===== config.mk =====
export PLATFORM = sky130hd
export DESIGN_NAME = tfc_cmd_decoder
export DESIGN_NICKNAME = d
export VERILOG_FILES = /design/src/rtl/tfc_cmd_decoder.sv
export SDC_FILE = /design/constraint.sdc
export NUM_CORES = 1
export LEC_CHECK = 0
export ABC_AREA = 1
export CAP_MARGIN = 25
export CELL_PAD_IN_SITES_DETAIL_PLACEMENT = 2
export CELL_PAD_IN_SITES_GLOBAL_PLACEMENT = 2
export CORE_ASPECT_RATIO = 0.75
export CORE_MARGIN = 4
export CORE_UTILIZATION = 27
export CTS_BUF_LIST = sky130_fd_sc_hd__clkbuf_16
export DETAILED_ROUTE_END_ITERATION = 10
export PLACE_DENSITY_LB_ADDON = 0.1
export SLEW_MARGIN = 20
export SYNTH_ARGS = -nofsm -noshare
export SYNTH_HDL_FRONTEND = slang
export SYNTH_SLANG_ARGS = --single-unit

===== constraint.sdc =====
create_clock -name main_clk -period 1.25 [get_ports main_clk]
set_input_delay 0.1875 -clock main_clk [delete_from_list [all_inputs] [get_ports main_clk]]
set_output_delay 0.1875 -clock main_clk [all_outputs]
set_load 0.01 [all_outputs]

===== src/rtl/tfc_cmd_decoder.sv =====
// TFC command decoder: BX counter with alignment check, stretched FE reset,
// delayed calibration pulse sequencer and snapshot/sync strobes.
module tfc_cmd_decoder #(
    parameter int TFC_WIDTH = 8,
    parameter int BX_NUM    = 3564,
    parameter int BXID_W    = 12,
    parameter int FERST_LEN = 4,
    parameter int CAL_LEN   = 2
) (
    input  logic                 main_clk,
    input  logic                 rst_n,
    input  logic [TFC_WIDTH-1:0] tfc_in,
    input  logic [7:0]           calib_delay,
    output logic [BXID_W-1:0]    bxid,
    output logic                 bx_locked,
    output logic                 bx_err,
    output logic [7:0]           bx_err_cnt,
    output logic                 fe_reset_o,
    output logic                 calib_pulse_o,
    output logic                 calib_drop,
    output logic                 snapshot_o,
    output logic                 sync_o
);

    localparam int FE_W  = $clog2(FERST_LEN + 1);
    localparam int CAL_W = $clog2(CAL_LEN + 1);

    typedef enum logic [1:0] {
        CAL_IDLE  = 2'd0,
        CAL_WAIT  = 2'd1,
        CAL_PULSE = 2'd2
    } cal_state_t;

    logic cmd_bxrst;
    logic cmd_ferst;
    logic cmd_calib;
    logic cmd_snap;
    logic cmd_sync;
    logic cmd_errclr;

    assign cmd_bxrst  = tfc_in[0];
    assign cmd_ferst  = tfc_in[1];
    assign cmd_calib  = tfc_in[2];
    assign cmd_snap   = tfc_in[3];
    assign cmd_sync   = tfc_in[4];
    assign cmd_errclr = tfc_in[5];

    generate
        if (TFC_WIDTH > 6) begin : g_spare
            logic unused_spare;
            assign unused_spare = ^tfc_in[TFC_WIDTH-1:6];
        end
    endgenerate

    logic bx_last;
    logic err_evt;

    assign bx_last = (bxid == BXID_W'(BX_NUM - 1));
    assign err_evt = cmd_bxrst & bx_locked & ~bx_last;

    always_ff @(posedge main_clk or negedge rst_n) begin
        if (!rst_n) begin
            bxid       <= '0;
            bx_locked  <= 1'b0;
            bx_err     <= 1'b0;
            bx_err_cnt <= '0;
        end else begin
            if (cmd_bxrst || bx_last) begin
                bxid <= '0;
            end else begin
                bxid <= bxid + 1'b1;
            end
            bx_locked <= bx_locked | cmd_bxrst;
            bx_err    <= err_evt;
            // clear beats a simultaneous error so software sees a clean zero
            if (cmd_errclr) begin
                bx_err_cnt <= '0;
            end else if (err_evt && bx_err_cnt != 8'hFF) begin
                bx_err_cnt <= bx_err_cnt + 8'd1;
            end
        end
    end

    logic [FE_W-1:0] fe_cnt;

    always_ff @(posedge main_clk or negedge rst_n) begin
        if (!rst_n) begin
            fe_cnt     <= '0;
            fe_reset_o <= 1'b0;
        end else if (cmd_ferst) begin
            fe_cnt     <= FE_W'(FERST_LEN - 1);
            fe_reset_o <= 1'b1;
        end else if (fe_cnt != '0) begin
            fe_cnt     <= fe_cnt - 1'b1;
            fe_reset_o <= 1'b1;
        end else begin
            fe_reset_o <= 1'b0;
        end
    end

    cal_state_t       state;
    cal_state_t       state_nx;
    logic [7:0]       dly_cnt;
    logic [7:0]       dly_nx;
    logic [CAL_W-1:0] len_cnt;
    logic [CAL_W-1:0] len_nx;
    logic             drop_nx;

    always_ff @(posedge main_clk or negedge rst_n) begin
        if (!rst_n) begin
            state         <= CAL_IDLE;
            dly_cnt       <= '0;
            len_cnt       <= '0;
            calib_pulse_o <= 1'b0;
            calib_drop    <= 1'b0;
        end else begin
            state         <= state_nx;
            dly_cnt       <= dly_nx;
            len_cnt       <= len_nx;
            calib_pulse_o <= (state_nx == CAL_PULSE);
            calib_drop    <= drop_nx;
        end
    end

    always_comb begin
        state_nx = state;
        dly_nx   = dly_cnt;
        len_nx   = len_cnt;
        drop_nx  = 1'b0;
        if (cmd_ferst) begin
            // abort has priority; a Calib in the same word is lost
            state_nx = CAL_IDLE;
            dly_nx   = '0;
            len_nx   = '0;
            drop_nx  = cmd_calib;
        end else begin
            unique case (state)
                CAL_IDLE: begin
                    if (cmd_calib) begin
                        if (calib_delay == 8'd0) begin
                            state_nx = CAL_PULSE;
                            len_nx   = CAL_W'(CAL_LEN - 1);
                        end else begin
                            state_nx = CAL_WAIT;
                            dly_nx   = calib_delay;
                        end
                    end
                end
                CAL_WAIT: begin
                    drop_nx = cmd_calib;
                    if (dly_cnt == 8'd1) begin
                        state_nx = CAL_PULSE;
                        dly_nx   = '0;
                        len_nx   = CAL_W'(CAL_LEN - 1);
                    end else begin
                        dly_nx = dly_cnt - 8'd1;
                    end
                end
                CAL_PULSE: begin
                    drop_nx = cmd_calib;
                    if (len_cnt == '0) begin
                        state_nx = CAL_IDLE;
                    end else begin
                        len_nx = len_cnt - 1'b1;
                    end
                end
                default: begin
                    state_nx = CAL_IDLE;
                    dly_nx   = '0;
                    len_nx   = '0;
                end
            endcase
        end
    end

    always_ff @(posedge main_clk or negedge rst_n) begin
        if (!rst_n) begin
            snapshot_o <= 1'b0;
            sync_o     <= 1'b0;
        end else begin
            snapshot_o <= cmd_snap;
            sync_o     <= cmd_sync;
        end
    end

endmodule


== Word level (Yosys, flattened, before mapping) ==
Index checks and enable logic that the tools add are counted.

* Register bits after elaboration: 42
* Output and inout port bits: 27
* Word-level logic and storage cells: 71

* $add $sub $neg: 5
* Equality and inequality tests: 12
* Mux-type cells: 26
* Bitwise gates (word level): 4
* Reductions and logical operators: 11

{| class="wikitable"
|+ Operators with widths
! kind !! count
|-
| two-way mux 8 bit || 6
|-
| case mux 8 bit (3 select lines) || 1
|-
| two-way mux 2 bit || 10
|-
| != test 3 bit, second input constant || 5
|-
| adder 12 x 1 -> 12 bit, second input constant || 1
|-
| equality test 12 bit, second input constant || 1
|-
| two-way mux 12 bit || 1
|-
| case mux 2 bit (3 select lines) || 2
|-
| adder 8 x 1 -> 8 bit, second input constant || 1
|-
| equality test 8 x 1 -> 1 bit, second input constant || 1
|-
| zero test 8 bit || 1
|-
| != test 8 bit, second input constant || 1
|-
| subtractor 8 x 1 -> 8 bit, second input constant || 1
|-
| two-way mux 3 bit || 2
|-
| equality test 2 bit, second input constant || 2
|-
| zero test 2 bit || 2
|-
| two-way mux 1 bit || 4
|-
| AND reduction 4 bit || 1
|-
| nonzero test 2 bit || 2
|-
| AND reduction 3 bit || 1
|-
| nonzero test 3 bit || 1
|-
| subtractor 3 x 1 -> 3 bit, second input constant || 1
|-
| bitwise AND 1 bit || 2
|-
| equality test 2 x 1 -> 1 bit, second input constant || 1
|-
| other kinds (7) || 7
|}

== Depth between registers and ports, before layout ==
* Depth in word-level cells: 6
* Gate-level depth with buffers: 10
* Depth with buffers taken out: 10

== Least setup slack after synthesis ==
No wires, ideal clock.

* Path kind: register to register
* Start point: register state[0]
* End point: register dly_cnt[7]
* Library setup time: 0.065 ns
* Arrival: 1.292 ns
* Setup slack: -0.106 ns
* Stages on the path, launching flop included: 9
* Path buffers: 1
* Clock period less this slack: 1.356 ns
* Cells stage by stage: dfrtp_1 > inv_1 > ha_1 > buf_2 > nand3_2 > nand3_4 > nor2_4 > nand2_1 > nand2_1

* Cells in the longest elaborated chain, start to end: 3
* Elaborated cells between the ends (all ways): 9

{| class="wikitable"
|+ RTL lines
! what !! RTL line !! source
|-
| start, declared || 101 || <nowiki>cal_state_t state;</nowiki>
|-
| start signal, assigned || 117 || <nowiki>state <= state_nx;</nowiki>
|-
| equality test 2 bit, or another cell as far along || 137 || <nowiki>unique case (state)</nowiki>
|-
| case mux 8 bit (3 select lines), or another cell as far along || 137 ||
|-
| two-way mux 8 bit or AND reduction 3 bit (tied branches) || -- ||
|-
| end signal, assigned || 118 || <nowiki>dly_cnt <= dly_nx;</nowiki>
|-
| end, declared || 103 || <nowiki>logic [7:0] dly_cnt;</nowiki>
|}

Parallel ways exist; a longest one is shown, timed or not.
A chain may end at the register's enable or synchronous reset.

== Worst setup path in the final report ==
* Start point: register state[1]
* End point: register len_cnt[0]

* Cells in the longest elaborated chain, start to end: 3
* Elaborated cells between the ends (all ways): 10

{| class="wikitable"
|+ RTL lines
! what !! RTL line !! source
|-
| equality test 2 bit, or another cell as far along || 137 ||
|-
| != test 3 bit (no source line) or case mux 2 bit (3 select lines) (tied branches) || -- ||
|-
| AND reduction 4 bit (no source line) or two-way mux 2 bit (tied branches) || -- ||
|-
| end signal, assigned || 119 || <nowiki>len_cnt <= len_nx;</nowiki>
|-
| end, declared || 105 || <nowiki>logic [CAL_W-1:0] len_cnt;</nowiki>
|}

Parallel ways exist; a longest one is shown, timed or not.

==> flow_summary.yaml <==
grt:
  grt_pass1_vias: 3081
  grt_antenna_before_repair: 0
  grtUsageTotal: 0.1916
  grt_remaining_overflow: 0
  grt_pass1_wl_um: 16510
  grt_max_degree: 43
synth:
  avgSynthCellArea_sq_um: 7.729
  ys.flop_type: "dfrtp_1"
  yosysSeqAreaShare: 0.4236
  synth_cell_type_count: 31
  synth_area_leaders: "dfrtp_1 42%, nand2_1 15%, inv_1 6.2%"
  yosys_warnings: 0
  mappedNetlistNets: 350
  synthArstFlopShare: 1.000
  synth_top_area_frac: 0.4236
  synth_seq_cells: 42
  synth_top_cell_by_area: "dfrtp_1"
  syn_area_sq_um: 2481
  netlist_instances: 321
  synth_edf_count: 0
  synth_most_common_cell: "nand2_1"
  synthTopCellsByCount: "96 x nand2_1, 42 x dfrtp_1, 41 x inv_1, 38 x nor2_1, 22 x nand3_1"
routing:
  via_count: 2725
  viasPerCell: 4.764
  dr.pass1.iters: 4
  ant_nets: 0
  avgRoutedWirePerCell_um: 19.11
  drt_wl_total_um: 10930
  drc: 0
  drt-initial-drc-count: 78
critical_path:
  worstPathCellList: "inv_4, ha_4, inv_4, buf_4, buf_4, o211ai_1, nand4_1, nand2_1"
  start_kind: "flop"
  worstReg2RegEnd: "len_cnt[0]"
  cp_slowest_cell: "dfrtp_2"
  path_buf_inv: 4
  r2r_slack_ns: -0.23
  cp_max_fo: 4
  crit_arrival_ns: 1.71
  cp.required_ns: 1.48
  r2r_start: "state[1]"
  ff2ff_path_depth: 8
  max_stage_delay_ns: 0.46
  critPathKind: "flop to flop"
  cpLargestDelayFamily: "flip-flops"
  critPathCaptureType: "flop"
timing:
  relSlewSlack: 0.7863
  setup_slack_ns: -0.2282
  drv_slew: 0
  setup_tns_ns: -4.622
  period_share: 1.183
  timing.hold.ws_ns: 0.3306
  fmax_mhz: 676.5
  finalSetupViolCount: 34
  fin_crit_ns: 1.478
  fin_skew_ns: 0.009658
  rsz0062_at_grt: "yes"
  hold_viol: 0
  worst_pin_slew_ns: 0.3195
cts:
  root_buffer: "clkbuf_16"
  clock_latency_ns: 0.30
  cts_made_buffers: 5
  numClockSinks: 42
  cts_tree: "built"
  path_clk_slew_ns: 0.07
  htreeDepth: 2
  clockBufferDepth: 2
finish:
  layout.nets: 492
  stdcell_area_sq_um: 4252
  drive_gt1_frac: 0.4612
  diodes: 0
  syn2layout_area_growth_pct: 71.36
placed_design:
  gp_congestion: 0.7780
  post-place-ws_ns: -0.4133
  port_buffers: 42
  hpwl_um: 6676
  placed_area_sq_um: 3607
floorplan:
  die_h_um: 91.02
  start_util: 0.2849
  row_count: 29
  io_pins: 45
  die_area_sq_um: 10800
  core_area_sq_um: 8708
  die_w_um: 118.7
run_status:
  violations: "negative setup slack"
  status: "complete, but fails checks"
power:
  total_power_mw: 4.368
  peakVddDrop_v: 0.0005090
  leakage_nw: 2.185
  powerDensity_nw_per_um2: 1027
min_path:
  holdPathStages: 1
  hold_path.class: "primary input to flop"
  min_to: "snapshot_o"
  hold_path_startpoint: "tfc_in[3]"
flow_run:
  cap_violations: 0
[final cells by class]
cell class,instances,area (sq um)
clock buffer,5,125.1
clock inverter,3,16.27
fill,974,4457
inverter,41,168.9
multi-input combinational,236,1614
sequential,42,1054
tap,108,135.1
timing repair buffer,137,1139
[cell usage in the layout, fill, tap and decap left out, types with 6 or more instances in the layout]
cell type        count
nor2_4              10
buf_6                9
clkdlybuf4s50_1     14
dlygate4sd2_1       14
buf_2                6
xor2_1               7
nand3_2              8
inv_1               30
nand2_1             75
buf_4               87
nand3_1             16
inv_4                6
nor2_2              11
nand2_2             21
nor2_1              25
dfrtp_1             40
ha_4                 6
[registers in the layout (all words and copies together), names as in the netlist]
name and cells:
bx_err_cnt 8, sync_o 1, bx_locked 1, calib_pulse_o 1, bx_err 1, fe_reset_o 1, snapshot_o 1, calib_drop 1
dly_cnt 8, fe_cnt 3, state 2, len_cnt 2, bxid 12
[what timing repair did]
action	in CTS	in global routing
pin swaps	29	26
endpoints found under the hold margin	42	0
resized for setup	113	46
hold buffers	1	0
endpoints found under the setup margin	62	40
gates cloned	1	1
buffers inserted	16	12
[through the flow]
stage | cells | util
2_1_floorplan | 321 | -
3_3_place_gp | 537 | 0.4142
3_5_place_dp | 537 | 0.4142
4_1_cts | 561 | 0.4645
5_1_grt | 572 | 0.4882
6_report | 572 | 0.4882
[routing by layer]
| layer | GRT usage | routed length, um | part of all wire |
|---|---|---|---|
| met4 | 0.04822 | 181 | 0.017 |
| met5 | 0 | 0 | 0 |
| met1 | 0.2400 | 4703 | 0.43 |
| met2 | 0.3418 | 5785 | 0.53 |
| met3 | 0.03478 | 260 | 0.024 |
[worst max path at each step]
stage                               from       endpoint  slack [ns]  cells after the start
final                           state[1]     len_cnt[0]       -0.23                      8
after global routing            state[0]     len_cnt[0]       -0.32                      7
after CTS                        bxid[0]  bx_err_cnt[6]       -0.15                      7
after detailed placement  calib_delay[3]     dly_cnt[6]       -0.41                     10
after global placement    calib_delay[3]     dly_cnt[7]       -0.40                     10
after floorplan                  bxid[0]       bxid[10]       -0.04                      8
[kinds of logic after synthesis]
kind of cell | synth area share
AOI/OAI and AO/OA | 0.04741
xor gates and xnor gates | 0.03530
adders and majority gates | 0.05547
buffers and inverters | 0.07160
DFF | 0.4236
and+or+nand+nor | 0.3666
[where the power goes]
group	internal (mW)	total, mW	switching, mW
clock	0.732	1.35	0.617
combinational	0.672	1.47	0.800
sequential	1.46	1.55	0.0870
total	2.86	4.37	1.50
(Power assumes the default switching activity.)
